`config.mk`:
```
export PLATFORM = sky130hd
export DESIGN_NAME = reg_file_cfg
export DESIGN_NICKNAME = d
export VERILOG_FILES = /design/src/rtl/reg_file_pkg.sv /design/src/rtl/rf_rd_pipe.sv /design/src/rtl/reg_file_cfg.sv
export SDC_FILE = /design/constraint.sdc
export NUM_CORES = 1
export LEC_CHECK = 0
export ABC_CLOCK_PERIOD_IN_PS = 4600
export CAP_MARGIN = 40
export CORE_UTILIZATION = 62
export DETAILED_ROUTE_END_ITERATION = 10
export PLACE_DENSITY = 0.88
export SETUP_SLACK_MARGIN = 0.15
export SYNTH_ARGS = -nofsm -noshare
export SYNTH_HDL_FRONTEND = slang
export SYNTH_HIERARCHICAL = 1
export SYNTH_SLANG_ARGS = --single-unit
```
`constraint.sdc`:
```
create_clock -name Clk -period 4.6 [get_ports Clk]
set_input_delay 0.46 -clock Clk [delete_from_list [all_inputs] [get_ports Clk]]
set_output_delay 0.46 -clock Clk [all_outputs]
set_load 0.05 [all_outputs]
```
`src/rtl/reg_file_pkg.sv`:
```
// Shared definitions for the configuration register file: default widths,
// named cfg entry addresses, reset contents and command decode type.
package reg_file_pkg;

  localparam int unsigned ADDR_W_DEF = 4;
  localparam int unsigned DATA_W_DEF = 8;

  localparam logic [3:0] ALU_OP_ADDR    = 4'd0;
  localparam logic [3:0] UART_CFG_ADDR  = 4'd2;
  localparam logic [3:0] DIV_RATIO_ADDR = 4'd3;

  // Entry i lives in slice i: entry 3 = 8'h08, entry 2 = 8'h21.
  localparam logic [31:0] RST_VALS_DEF = {8'h08, 8'h21, 8'h00, 8'h00};

  typedef enum logic [1:0] {
    CMD_IDLE,
    CMD_WRITE,
    CMD_READ,
    CMD_CLASH
  } cmd_t;

endpackage

```
`src/rtl/rf_rd_pipe.sv`:
```
// RD_LAT-deep (1 or 2) read return delay line carrying data, valid and flag
// bits; synchronous flush. Output data holds its last value when not valid.
module rf_rd_pipe
  import reg_file_pkg::*;
#(
  parameter int unsigned DATA_W = DATA_W_DEF,
  parameter int unsigned FLAG_W = 1,
  parameter int unsigned RD_LAT = 1
) (
  input  logic              clk,
  input  logic              flush,
  input  logic              in_valid,
  input  logic [DATA_W-1:0] in_data,
  input  logic [FLAG_W-1:0] in_flags,
  output logic              out_valid,
  output logic [DATA_W-1:0] out_data,
  output logic [FLAG_W-1:0] out_flags
);

  typedef struct packed {
    logic              valid;
    logic [FLAG_W-1:0] flags;
    logic [DATA_W-1:0] data;
  } stage_t;

  stage_t s0;
  stage_t s_out;

  always_ff @(posedge clk) begin
    if (flush) begin
      s0 <= '0;
    end else begin
      s0.valid <= in_valid;
      s0.flags <= in_flags;
      if (in_valid) s0.data <= in_data;
    end
  end

  generate
    if (RD_LAT > 1) begin : g_two
      stage_t s1;
      always_ff @(posedge clk) begin
        if (flush) begin
          s1 <= '0;
        end else begin
          s1.valid <= s0.valid;
          s1.flags <= s0.flags;
          if (s0.valid) s1.data <= s0.data;
        end
      end
      assign s_out = s1;
    end else begin : g_one
      assign s_out = s0;
    end
  endgenerate

  assign out_valid = s_out.valid;
  assign out_data  = s_out.data;
  assign out_flags = s_out.flags;

endmodule

```
`src/rtl/reg_file_cfg.sv`:
```
// Parametrised configuration register file with read-only protection, 1/2
// cycle read latency and command-error pulses. Optional: REG_FILE_CFG_PARITY_EN.
module reg_file_cfg
  import reg_file_pkg::*;
#(
  parameter int unsigned                   ADDR_W   = ADDR_W_DEF,
  parameter int unsigned                   DATA_W   = DATA_W_DEF,
  parameter int unsigned                   DEPTH    = 16,
  parameter int unsigned                   NUM_CFG  = 4,
  parameter int unsigned                   RD_LAT   = 1,
  parameter logic [DEPTH-1:0]              RO_MASK  = '0,
  parameter logic [NUM_CFG*DATA_W-1:0]     RST_VALS = RST_VALS_DEF
) (
  input  logic                      Clk,
  input  logic                      Rst,
  input  logic                      RdEn,
  input  logic                      WrEn,
  input  logic [ADDR_W-1:0]         address,
  input  logic [DATA_W-1:0]         WrData,
  output logic [DATA_W-1:0]         RdData,
  output logic                      Rd_dataValid,
  output logic                      Cmd_err,
`ifdef REG_FILE_CFG_PARITY_EN
  output logic                      Rd_parErr,
`endif
  output logic [NUM_CFG*DATA_W-1:0] cfg_regs
);

`ifdef REG_FILE_CFG_PARITY_EN
  localparam int unsigned PAR_W  = 1;
  localparam int unsigned FLAG_W = 2;
`else
  localparam int unsigned PAR_W  = 0;
  localparam int unsigned FLAG_W = 1;
`endif
  localparam int unsigned MEM_W = DATA_W + PAR_W;
  localparam int unsigned SPAN  = 1 << ADDR_W;
  // Mask widened to the full address span so any address indexes it safely.
  localparam logic [SPAN-1:0]   RO_FULL = SPAN'(RO_MASK);
  localparam logic [ADDR_W:0]   DEPTH_L = (ADDR_W + 1)'(DEPTH);

  function automatic logic [MEM_W-1:0] encode(input logic [DATA_W-1:0] d);
`ifdef REG_FILE_CFG_PARITY_EN
    return {^d, d};
`else
    return d;
`endif
  endfunction

  logic [MEM_W-1:0] mem      [DEPTH];
  logic [MEM_W-1:0] rst_word [DEPTH];

  generate
    for (genvar g = 0; g < DEPTH; g++) begin : g_rst
      if (g < NUM_CFG) begin : g_cfg
        assign rst_word[g] = encode(RST_VALS[g*DATA_W +: DATA_W]);
      end else begin : g_zero
        assign rst_word[g] = '0;
      end
    end
    for (genvar g = 0; g < NUM_CFG; g++) begin : g_out
      assign cfg_regs[g*DATA_W +: DATA_W] = mem[g][DATA_W-1:0];
    end
  endgenerate

  cmd_t             cmd;
  logic             in_range;
  logic             ro_hit;
  logic             wr_ok;
  logic             err_now;
  logic             rd_acc;
  logic [MEM_W-1:0] rd_word;
  logic [FLAG_W-1:0] flags_in;
  logic [FLAG_W-1:0] flags_out;
  logic             cmd_err_q;

  always_comb begin
    case ({WrEn, RdEn})
      2'b10:   cmd = CMD_WRITE;
      2'b01:   cmd = CMD_READ;
      2'b11:   cmd = CMD_CLASH;
      default: cmd = CMD_IDLE;
    endcase
    in_range = {1'b0, address} < DEPTH_L;
    ro_hit   = RO_FULL[address];
    wr_ok    = (cmd == CMD_WRITE) && in_range && !ro_hit;
    err_now  = (cmd == CMD_CLASH) || ((cmd == CMD_WRITE) && !wr_ok);
    rd_acc   = (cmd == CMD_READ);
    rd_word  = in_range ? mem[address] : '0;
`ifdef REG_FILE_CFG_PARITY_EN
    // Stored word including parity must XOR to zero; out-of-range reads are all-zero.
    flags_in = {rd_acc && (^rd_word), rd_acc && !in_range};
`else
    flags_in = rd_acc && !in_range;
`endif
  end

  always_ff @(posedge Clk) begin
    if (Rst) begin
      mem       <= rst_word;
      cmd_err_q <= 1'b0;
    end else begin
      cmd_err_q <= err_now;
      if (wr_ok) mem[address] <= encode(WrData);
    end
  end

  rf_rd_pipe #(
    .DATA_W (DATA_W),
    .FLAG_W (FLAG_W),
    .RD_LAT (RD_LAT)
  ) u_rd_pipe (
    .clk       (Clk),
    .flush     (Rst),
    .in_valid  (rd_acc),
    .in_data   (rd_word[DATA_W-1:0]),
    .in_flags  (flags_in),
    .out_valid (Rd_dataValid),
    .out_data  (RdData),
    .out_flags (flags_out)
  );

  // Immediate command errors and out-of-range read errors share one pulse output.
  assign Cmd_err = cmd_err_q | flags_out[0];
`ifdef REG_FILE_CFG_PARITY_EN
  assign Rd_parErr = flags_out[1];
`endif

endmodule

```
Word level (Yosys, flattened, before mapping)
Memories as Yosys holds them, arrays and structs flattened.
Cells that the tools add are included.
{ "op_classes": {"eq_ne": 6, "n_lt_le_gt_ge": 3, "reduce_logical": 6, "mux": 8, "bitwise_logic": 2} }
{ "op_table": {"columns": ["op", "n"], "rows": [
  ["$bwmux W128", 1],
  ["$bmux W8 S4", 1],
  ["$demux W8 S4", 1],
  ["$mux W8", 3],
  ["$eq A2 B2 Y1 const B", 4],
  ["$pmux W2 S3", 1],
  ["$ge A5 B5 Y1 const B", 1],
  ["$lt A4 B5 Y1 const B", 1],
  ["$lt A5 B1 Y1 const B", 1],
  ["$not A4 Y5", 1],
  ["$eq A2 B1 Y1 const B", 2],
  ["$logic_and A1 B1 Y1", 3],
  ["$logic_not A1 Y1", 2],
  ["$logic_or A1 B1 Y1", 1],
  ["$mux W1", 1],
  ["$or A1 B1 Y1 const B", 1]
]} }
{ "totals": {"n_memories": 1, "regBits": 138, "input_bits": 16, "output_inout_bits": 42, "elab_cells": 45, "mem_bits_ro": 16} }
{ "memory_table": {"columns": ["name", "words", "width", "read_ports", "rd_ports_with_merged_regs", "write_ports", "line", "source"], "rows": [
  ["(no name shown)", 16, 1, 1, 0, 0, "reg_file_cfg.sv:85", "ro_hit = RO_FULL[address];"]
]} }

Longest topological paths before layout
Gate-level depths: netlist of the first run.
{ "logic_depth": {"word_depth": 7, "ltp_mapped": 8, "depth_no_buf": 5} }

Hierarchy
The synthesis of the first run kept the hierarchy.
{ "modules_own_cells": {"columns": ["mod", "n_inst", "seq_area_each_um2", "area_each_um2", "cells_per_inst"], "rows": [
  ["reg_file_cfg", 1, 2582.5, 6246.0, 720],
  ["rf_rd_pipe", 1, 200.2, 339.1, 30]
]} }

Least setup slack after synthesis of the first run
Ideal clock, no wire load.
{ "synth_path": {"path_type": "input port to flip-flop", "startpoint": "input port address[0]", "endpoint": "register u_rd_pipe.s0, in the netlist u_rd_pipe/out_data[4]", "arrival_time_ps": 1679, "t_required_ps": 4483, "slack_ps": 2804, "n_path_buf": 2, "stages": 7, "setup_ps": 117, "path_cell_list": "buf_6 > buf_2 > mux4_2 > a22oi_1 > nand2_1 > mux2i_1 > nor2_1"} }
{ "synth_between": {"elab_chain_len": 4} }
{ "synth_lines": {"columns": ["item", "line", "source"], "rows": [
  ["start: declaration", "reg_file_cfg.sv:18", "input logic [ADDR_W-1:0] address,"],
  ["$not A4 Y5 (not written as such)", "reg_file_cfg.sv:89", "rd_word = in_range ? mem[address] : '0;"],
  ["$bmux W8 S4", "reg_file_cfg.sv:89", null],
  ["$mux W8 (not written as such) (2 in a row)", "reg_file_cfg.sv:89", null],
  ["via rd_word[4]", "reg_file_cfg.sv:72", "logic [MEM_W-1:0] rd_word;"],
  ["end: declaration", "rf_rd_pipe.sv:26", "stage_t s0;"]
]} }
The timed path passes the listed nets, and every way through them passes these cells. The select of a mux whose other input is x is not followed.
A chain may end at the register's enable or synchronous reset.

Worst setup path in the final report of the first run
{ "layout_path": {"startpoint": "input port address[2]", "endpoint": "register mem, in the netlist cfg_regs[4]"} }
{ "layout_between": {"elab_chain_len": 6, "word_cells_on_any_way": 11, "cone_classes": "order compare (2); mux (4); bitwise (1); reduce/logical (3); memory (1)"} }
{ "layout_lines": {"columns": ["item", "line", "source"], "rows": [
  ["$not A4 Y5 (not written as such)", "reg_file_cfg.sv:104", "if (wr_ok) mem[address] <= encode(WrData);"],
  ["$ge A5 B5 Y1 (not written as such) or $lt A5 B1 Y1 (tied branches)", "reg_file_cfg.sv:104", null],
  ["$logic_and A1 B1 Y1 (not written as such)", "reg_file_cfg.sv:104", null],
  ["$mux W8 (not written as such)", "reg_file_cfg.sv:104", null],
  ["$demux W8 S4", "reg_file_cfg.sv:104", null],
  ["$bwmux W128", "reg_file_cfg.sv:104", null],
  ["end signal: assignment", "reg_file_cfg.sv:100", "mem <= rst_word;"],
  ["end signal: indexed assignment", "reg_file_cfg.sv:104", null],
  ["end: declaration", "reg_file_cfg.sv:50", "logic [MEM_W-1:0] mem [DEPTH];"]
]} }
Parallel ways exist; a longest one is shown, timed or not. The select of a mux whose other input is x is not followed.

==> out/metrics.yaml, run 1 <==
synth:
  ys.flop_type: "dfxtp_1"
  synth_largest_area_cell: "dfxtp_1"
  synth_nets: 766
  syn_inst: 750
  synthArstFlopShare: 0
  synth_area_leaders: "dfxtp_1, mux4_2, nand3_1"
  synth.distinct_cells: 31
  ys_ff_latch: 139
  post-synth-top-count-cell: "dfxtp_1"
  ys_seq_area_frac: 0.4226
  yosys.area.top_type_share: 0.4226
  yosys_warnings: 6
  synth_area_sq_um: 6585
  synth_edf_count: 0
  postSynthAreaPerCell_sq_um: 8.780
  synthTopCellsByCount: "dfxtp_1, nand3_1, a21oi_1"
sta:
  finalCriticalPeriod_ns: 2.492
  setup_slack_ns: 2.108
  max_slew_margin: 0.3190
  finalClockSkew_ns: 0.008053
  finalHoldViolCount: 0
  slew_viol_final: 0
  finalSetupTns_ns: 0
  fmax_mhz: 401.3
  rsz0062_at_grt: "no"
  finalSetupViolations: 0
  fin_crit_sh: 0.5418
  whs_ns: 0.4769
  tightest_slew_ns: 1.017
layout:
  drive_gt1_frac: 0.1276
  synthToLayoutAreaGrowth_pct: 12.60
  diodes: 0
  finalNetCount: 732
  finalInstanceArea_sq_um: 7415
  nFillCells: 716
worst_setup_path:
  cp_max_fo: 18
  reg2reg_slack_ns: 2.95
  critPathMaxStageDelay_ns: 1.01
  reg2reg_to: "u_rd_pipe/out_data[7]"
  rr_worst_depth: 5
  reg2reg_from: "cfg_regs[31]"
  critPathRequiredTime_ns: 5.04
  cp.arrival_ns: 2.93
  crit_path_top_delay_cell: "nor4b_4"
  critPathLaunchType: "input port"
  crit_type: "input port to flop"
  cpLargestDelayFamily: "simple AND/OR/NAND/NOR gates"
  cp_cell_sequence: "clkdlybuf4s50_1, nor4b_4, buf_4, nand3_1, a21oi_1"
  cp_num_buf_inv: 2
  crit_cells: 5
  critPathCaptureType: "flop"
  startpoint: "address[2]"
route:
  detail_route.wl_per_cell_um: 22.65
  vias: 6126
  wirelength_um: 19590
  drt_iter0_markers: 862
  dr.pass1.iters: 9
  viasPerCell: 7.082
  ant_nets: 0
  drc: 0
clock_network:
  cts_max_path_buffers: 2
  h-tree-depth: 4
  path_clk_slew_ns: 0.06
  cts-resized-gates: 0
  insertion_delay_ns: 0.53
  clock-sinks: 139
  cts_buffers: 17
  cts_hold_buffers: 0
  cts_tree: "done"
  cts_root_buf: "clkbuf_8"
  post_cts_buffers: 0
power:
  cellPowerDensity_nw_per_um2: 375.4
  p_leak_nw: 2.365
  vdd_drop_max_mv: 0.2944
die:
  die_area_sq_um: 11040
  die_x_um: 105.1
  start_util: 0.6379
  core_sq_um: 10320
  rows: 37
  die_h_um: 105.1
  pin_count: 58
status:
  status: "completed"
min_path:
  min_path_type: "flop to flop"
  hp-start: "mem[29]"
  min_delay_path_depth: 2
  holdPathEnd: "mem[29]"
grt:
  grt_pass1_wl_um: 31090
  grt_max_degree: 89
  grt-ovfl-total: 0
  grt_usage: 0.3668
  grt_pass1_vias: 5981
  antenna_found_initial: 0
job:
  maxCapViolCount: 0
placed_design:
  gp_congestion: 0.8442
  pre_cts_ws_ns: 1.801
  place_area_sq_um: 6830
  dp_hpwl_um: 11340
  port_buffers: 57
-- placed cells by master (no fill, tap or decap), types with 3 or more instances in the layout --
master,netlist,final
a21oi_1,125,125
a22oi_1,16,16
buf_4,33,17
clkbuf_16,0,16
clkbuf_8,0,3
clkdlybuf4s50_1,0,54
clkinvlp_4,0,7
dfxtp_1,139,139
inv_6,0,3
mux2i_1,8,8
mux4_2,32,32
nand2_1,11,11
nand3_1,126,126
nor2_1,11,10
nor2b_1,7,5
o21ai_0,87,87
o21ai_1,39,39
-- sequential cells by signal (all words and copies together), names as in the netlist --
signal and flops:
u_rd_pipe/out_flags 1, cfg_regs 32, mem 96, u_rd_pipe/out_valid 1, cmd_err_q 1, u_rd_pipe/out_data 8
-- where the power goes --
| part | internal, W | switching (W) | leakage [nW] |
|---|---|---|---|
| sequential | 0.00121 | 0.00000539 | 1.12 |
| clock | 0.000805 | 0.000537 | 0.263 |
| combinational | 0.0000596 | 0.000163 | 0.981 |
-- worst min-delay path: stages (launching register included) --
cell     delay (ns)
dfxtp_1        0.31
o21ai_0        0.06
a21oi_1        0.06
-- routing by layer --
metal / GRT usage / share of wire / up-vias
li1: - / - / 2622
met3: 0.1029 / 0.13 / 106
met2: 0.5667 / 0.47 / 513
met4: 0.2072 / 0.049 / 0
met1: 0.4620 / 0.36 / 2885
met5: 0 / 0 / -
-- how the worst max path moves through the flow --
stage	end	slack, ns
floorplan	u_rd_pipe/out_data[4]	2.80
detailed placement	mem[78]	1.80
CTS	cfg_regs[4]	2.25
global placement	mem[72]	1.78
finish	cfg_regs[4]	2.11
global route	u_rd_pipe/out_data[6]	2.09
-- per-stage QoR --
stage | instances | utilization | total power [W]
2_1_floorplan | 750 | - | 0.001394
4_1_cts | 865 | 0.7182 | 0.002769
3_5_place_dp | 833 | 0.6616 | 0.001457
5_1_grt | 865 | 0.7182 | 0.002847
6_report | 865 | 0.7182 | 0.002783
3_3_place_gp | 830 | 0.6564 | 0.001449
-- area by class of cell --
type                            instances  area, sq um  area share
Sequential cell                       139         2783      0.3753
Multi-Input combinational cell        482         3146      0.4242
Clock inverter                         12        138.9     0.01873
Clock buffer                           20        445.4     0.06007
Timing Repair Buffer                   76        732.0     0.09872
Tap cell                              136        170.2     0.02295
-- logic make-up after synthesis --
| family | share of synthesized area |
|---|---|
| AO/OA/AOI/OAI | 0.2117 |
| buffers and inverters | 0.1055 |
| flip-flops | 0.4226 |
| multiplexers | 0.1216 |
| other | 0.0005695 |
| AND/OR/NAND/NOR | 0.1381 |
No activity file was read; power rests on OpenSTA's default activity.
==> run 2: changes to the inputs <==
ABC_CLOCK_PERIOD_IN_PS = 2200   (was 4600)
CORE_UTILIZATION = 52   (was 62)
PLACE_DENSITY = 0.79   (was 0.88)
clock period = 2.2 ns   (was 4.6 ns; I/O delays follow)
==> out/metrics.yaml, run 2 (synthesized netlist as in run 1, its figures left out) <==
status:
  status: "completed"
sta:
  slew_viol_final: 0
  tightest_slew_ns: 0.8721
  max_slew_margin: 0.4168
  fin_crit_sh: 0.8753
  finalHoldViolCount: 0
  rsz0062_at_grt: "no"
  finalSetupTns_ns: 0
  whs_ns: 0.1991
  finalClockSkew_ns: 0.007282
  finalSetupViolations: 0
  fmax_mhz: 519.3
  finalCriticalPeriod_ns: 1.926
worst_setup_path:
  critPathRequiredTime_ns: 1.98
  crit_type: "flop to output port"
  cp_cell_sequence: "or2_2, clkdlybuf4s50_1"
  critPathLaunchType: "flop"
  critPathMaxStageDelay_ns: 0.72
  cp_max_fo: 1
  critPathCaptureType: "output port"
  crit_path_top_delay_cell: "clkdlybuf4s50_1"
  cp.arrival_ns: 1.71
route:
  viasPerCell: 6.546
  ant_nets: 0
  wirelength_um: 19210
  drc: 0
  vias: 5990
  drt_iter0_markers: 754
  dr.pass1.iters: 6
  detail_route.wl_per_cell_um: 20.99
die:
  die_area_sq_um: 13120
  start_util: 0.5415
  rows: 40
  die_x_um: 114.5
  core_sq_um: 12160
  pin_count: 58
  die_h_um: 114.5
clock_network:
  path_clk_slew_ns: 0.06
  cts_tree: "done"
  h-tree-depth: 4
  clock-sinks: 139
  cts_max_path_buffers: 2
  cts-resized-gates: 0
  cts_buffers: 17
  post_cts_buffers: 0
  cts_hold_buffers: 0
  insertion_delay_ns: 0.41
  cts_root_buf: "clkbuf_16"
grt:
  grt_usage: 0.3106
  grt_max_degree: 90
  grt_pass1_wl_um: 31150
  antenna_found_initial: 0
  grt_pass1_vias: 5923
  grt-ovfl-total: 0
min_path:
  min_path_type: "input port to flop"
layout:
  finalNetCount: 751
  nFillCells: 982
  synthToLayoutAreaGrowth_pct: 16.49
  drive_gt1_frac: 0.1473
  final_common_cell: "dfxtp_1"
  largest_reg_flops: 96
  final_cell_mix: "dfxtp_1, nand3_1, a21oi_1"
  top_register: "mem"
  diodes: 0
power:
  p_leak_nw: 2.505
  power_frac_seq: 0.433
  cellPowerDensity_nw_per_um2: 766.9
  pwr-share-clk: 0.482
  power_switching_w: 0.001380
  power.internal_w: 0.004503
  switching_share: 0.2346
  power_frac_comb: 0.085
  vdd_drop_max_mv: 0.4816
  fin_total_pwr_w: 0.005883
placed_design:
  dp_hpwl_um: 11960
  port_buffers: 57
  gp_congestion: 0.8842
job:
  maxCapViolCount: 0
-- run 2: layout make-up --
| class | count | area, sq um | area share |
|---|---|---|---|
| multi-input cells | 482 | 3146 | 0.4100 |
| clock buffers | 24 | 501.7 | 0.06541 |
| flip-flops and latches | 139 | 2783 | 0.3627 |
| clock inverters | 7 | 87.58 | 0.01142 |
| repair buffers | 95 | 943.4 | 0.1230 |
| well taps | 168 | 210.2 | 0.02740 |
-- run 2: power groups by stage --
stage / sequential [W] / combinational [W] / clock [W]
after floorplan: 0.00261 / 0.000308 / 0
after global placement: 0.00260 / 0.000472 / 0
after detailed placement: 0.00260 / 0.000482 / 0
after CTS: 0.00255 / 0.000486 / 0.00285
after global routing: 0.00255 / 0.000522 / 0.00295
final: 0.00255 / 0.000499 / 0.00283
-- run 2: path summary, 6_finish.rpt --
check / start / to / slack [ns] / cells past startpoint
setup / recovery: u_rd_pipe/out_flags / Cmd_err / 0.27 / 2
hold / removal: Rst / cmd_err_q / 0.20 / 2
setup reg to reg: mem[47] / u_rd_pipe/out_data[7] / 0.67 / 5
hold reg to reg: mem[38] / mem[38] / 0.47 / 2
-- run 2: worst max-delay path, delay by kind of cell, from the launching register on --
family        cells  cell delay, ns
flops             1            0.29
simple gates      1            0.28
buf+inv           1            0.72
-- run 2: routing by layer --
metal	track usage	wire length, um
met2	0.5051	9230
met4	0.1680	730
met3	0.07676	2093
met5	0	0
met1	0.3797	7155
-- run 2: through the flow --
step                      utilization  cell area [sq um]  cells  worst slack, ns
after detailed placement       0.5823               7082    884           0.1929
after global placement         0.5823               7082    884           0.2908
after global routing           0.6308               7671    915           0.2220
after floorplan                     -               6585    750           0.6442
after CTS                      0.6308               7671    915           0.2374
final                          0.6308               7671    915           0.2743
==> run 3: changes to the inputs <==
ABC_CLOCK_PERIOD_IN_PS = 1700   (was 2200)
clock period = 1.7 ns   (was 2.2 ns; I/O delays follow)
==> out/metrics.yaml, run 3 (synthesized netlist as in run 1, its figures left out) <==
status:
  status: "completed"
grt:
  antenna_found_initial: 0
  grt_max_degree: 50
  grt_usage: 0.3109
  met1_usage: 0.3882
  busiest_layer: "met2"
  grt_pass1_wl_um: 30920
  grt_pass1_vias: 5827
  use_met2: 0.5038
  grt-ovfl-total: 0
  met3_usage: 0.08311
worst_setup_path:
  critPathCaptureType: "output port"
  rr_worst_depth: 5
  cp.arrival_ns: 1.36
  reg2reg_from: "mem[37]"
  cp_cell_sequence: "dlygate4sd2_1"
  critPathLaunchType: "flop"
  cp_max_fo: 2
  crit_cells: 1
  crit_path_top_delay_cell: "dlygate4sd2_1"
  crit_type: "flop to output port"
  cpLargestDelayFamily: "buffers and inverters"
  crit_end: "RdData[5]"
  reg2reg_slack_ns: 0.19
  cp_num_buf_inv: 1
  critPathRequiredTime_ns: 1.53
  critPathMaxStageDelay_ns: 0.55
  reg2reg_to: "u_rd_pipe/out_data[5]"
  startpoint: "u_rd_pipe/out_data[5]"
layout:
  diodes: 0
  final_common_cell: "dfxtp_1"
  finalInstanceArea_sq_um: 7840
  finalNetCount: 766
  synthToLayoutAreaGrowth_pct: 19.06
  drive_gt1_frac: 0.1796
  top_register: "mem"
  final_cell_mix: "dfxtp_1, nand3_1, a21oi_1"
  largest_reg_flops: 96
sta:
  rsz0062_at_grt: "no"
  finalCriticalPeriod_ns: 1.532
  tightest_slew_ns: 0.5597
  finalClockSkew_ns: 0.01023
  finalSetupViolations: 0
  max_slew_margin: 0.6268
  fmax_mhz: 652.8
  finalHoldViolCount: 0
  fin_crit_sh: 0.9011
  slew_viol_final: 0
die:
  pin_count: 58
  die_h_um: 114.5
  core_sq_um: 12160
  die_area_sq_um: 13120
  rows: 40
  die_x_um: 114.5
  start_util: 0.5415
clock_network:
  cts_root_buf: "clkbuf_16"
  cts_max_path_buffers: 2
  cts_buffers: 17
  cts_tree: "done"
  clock-sinks: 139
  h-tree-depth: 4
  cts_hold_buffers: 0
  path_clk_slew_ns: 0.06
  insertion_delay_ns: 0.42
power:
  fin_total_pwr_w: 0.007891
  cellPowerDensity_nw_per_um2: 1007
  p_leak_nw: 2.779
  vdd_drop_max_mv: 0.7252
route:
  viasPerCell: 6.574
  wirelength_um: 19530
  drt_iter0_markers: 698
  ant_nets: 0
  dr.pass1.iters: 6
  drc: 0
  vias: 6120
  detail_route.wl_per_cell_um: 20.98
min_path:
  min_path_type: "input port to flop"
job:
  maxCapViolCount: 0
placed_design:
  port_buffers: 57
  gp_congestion: 0.8456
  place_area_sq_um: 7244
  dp_hpwl_um: 12110
-- run 3: changes by cell type in the layout (fill, tap and decap cells not counted), moves of 2 or more --
cell / change
clkdlybuf4s50_1: -43
dlygate4sd2_1: +34
buf_4: +16
buf_12: +6
clkbuf_8: -5
clkinvlp_4: +5
clkinv_2: -3
bufinv_16: +2
clkinv_4: +2
-- run 3: stage by stage --
step / cells / setup TNS (ns) / worst slack, ns / utilization / hold slack [ns]
global route: 931 / 0 / 0.1545 / 0.6447 / 0.2571
CTS: 930 / 0 / 0.08429 / 0.6437 / 0.2284
global placement: 898 / -6.561 / -0.1626 / 0.5957 / 0.4568
detailed placement: 898 / -13.45 / -0.2444 / 0.5957 / 0.4649
floorplan: 750 / 0 / 0.1942 / - / 0.2838
finish: 931 / 0 / 0.1681 / 0.6447 / 0.2418
-- run 3: per-layer routing --
layer	up-vias	wire (um)
met5	-	0
met4	0	666
met3	75	2161
met2	425	9351
met1	2933	7350
li1	2687	-
-- run 3: power by group --
part | internal [W] | switching [W] | total (W) | leakage (nW)
Sequential | 0.00328 | 0.0000137 | 0.00330 | 1.12
Clock | 0.00246 | 0.00145 | 0.00391 | 0.285
Combinational | 0.000232 | 0.000452 | 0.000685 | 1.37
Total | 0.00597 | 0.00192 | 0.00789 | 2.78
-- run 3: how the worst min path moves through the flow --
stage | startpoint | depth (start not counted) | endpoint | slack, ns
2_1_floorplan | WrEn | 2 | cmd_err_q | 0.28
3_3_place_gp | mem[76] | 2 | mem[76] | 0.46
3_5_place_dp | mem[11] | 2 | mem[11] | 0.46
4_1_cts | Rst | 2 | cfg_regs[26] | 0.23
5_1_grt | Rst | 2 | mem[74] | 0.26
6_report | Rst | 2 | cfg_regs[4] | 0.24
-- run 3: repair_timing --
item	CTS	global route
pin swaps	0	1
resized for setup	36	4
setup endpoints to repair	36	14
setup buffers	0	1
cloned	0	0
-- run 3: area by class of cell --
class / instances / area [sq um]
Fill cell: 974 / 4322
Multi-Input combinational cell: 482 / 3153
Sequential cell: 139 / 2783
Timing Repair Buffer: 110 / 1069
Clock buffer: 18 / 429.2
Tap cell: 168 / 210.2
Clock inverter: 14 / 196.4
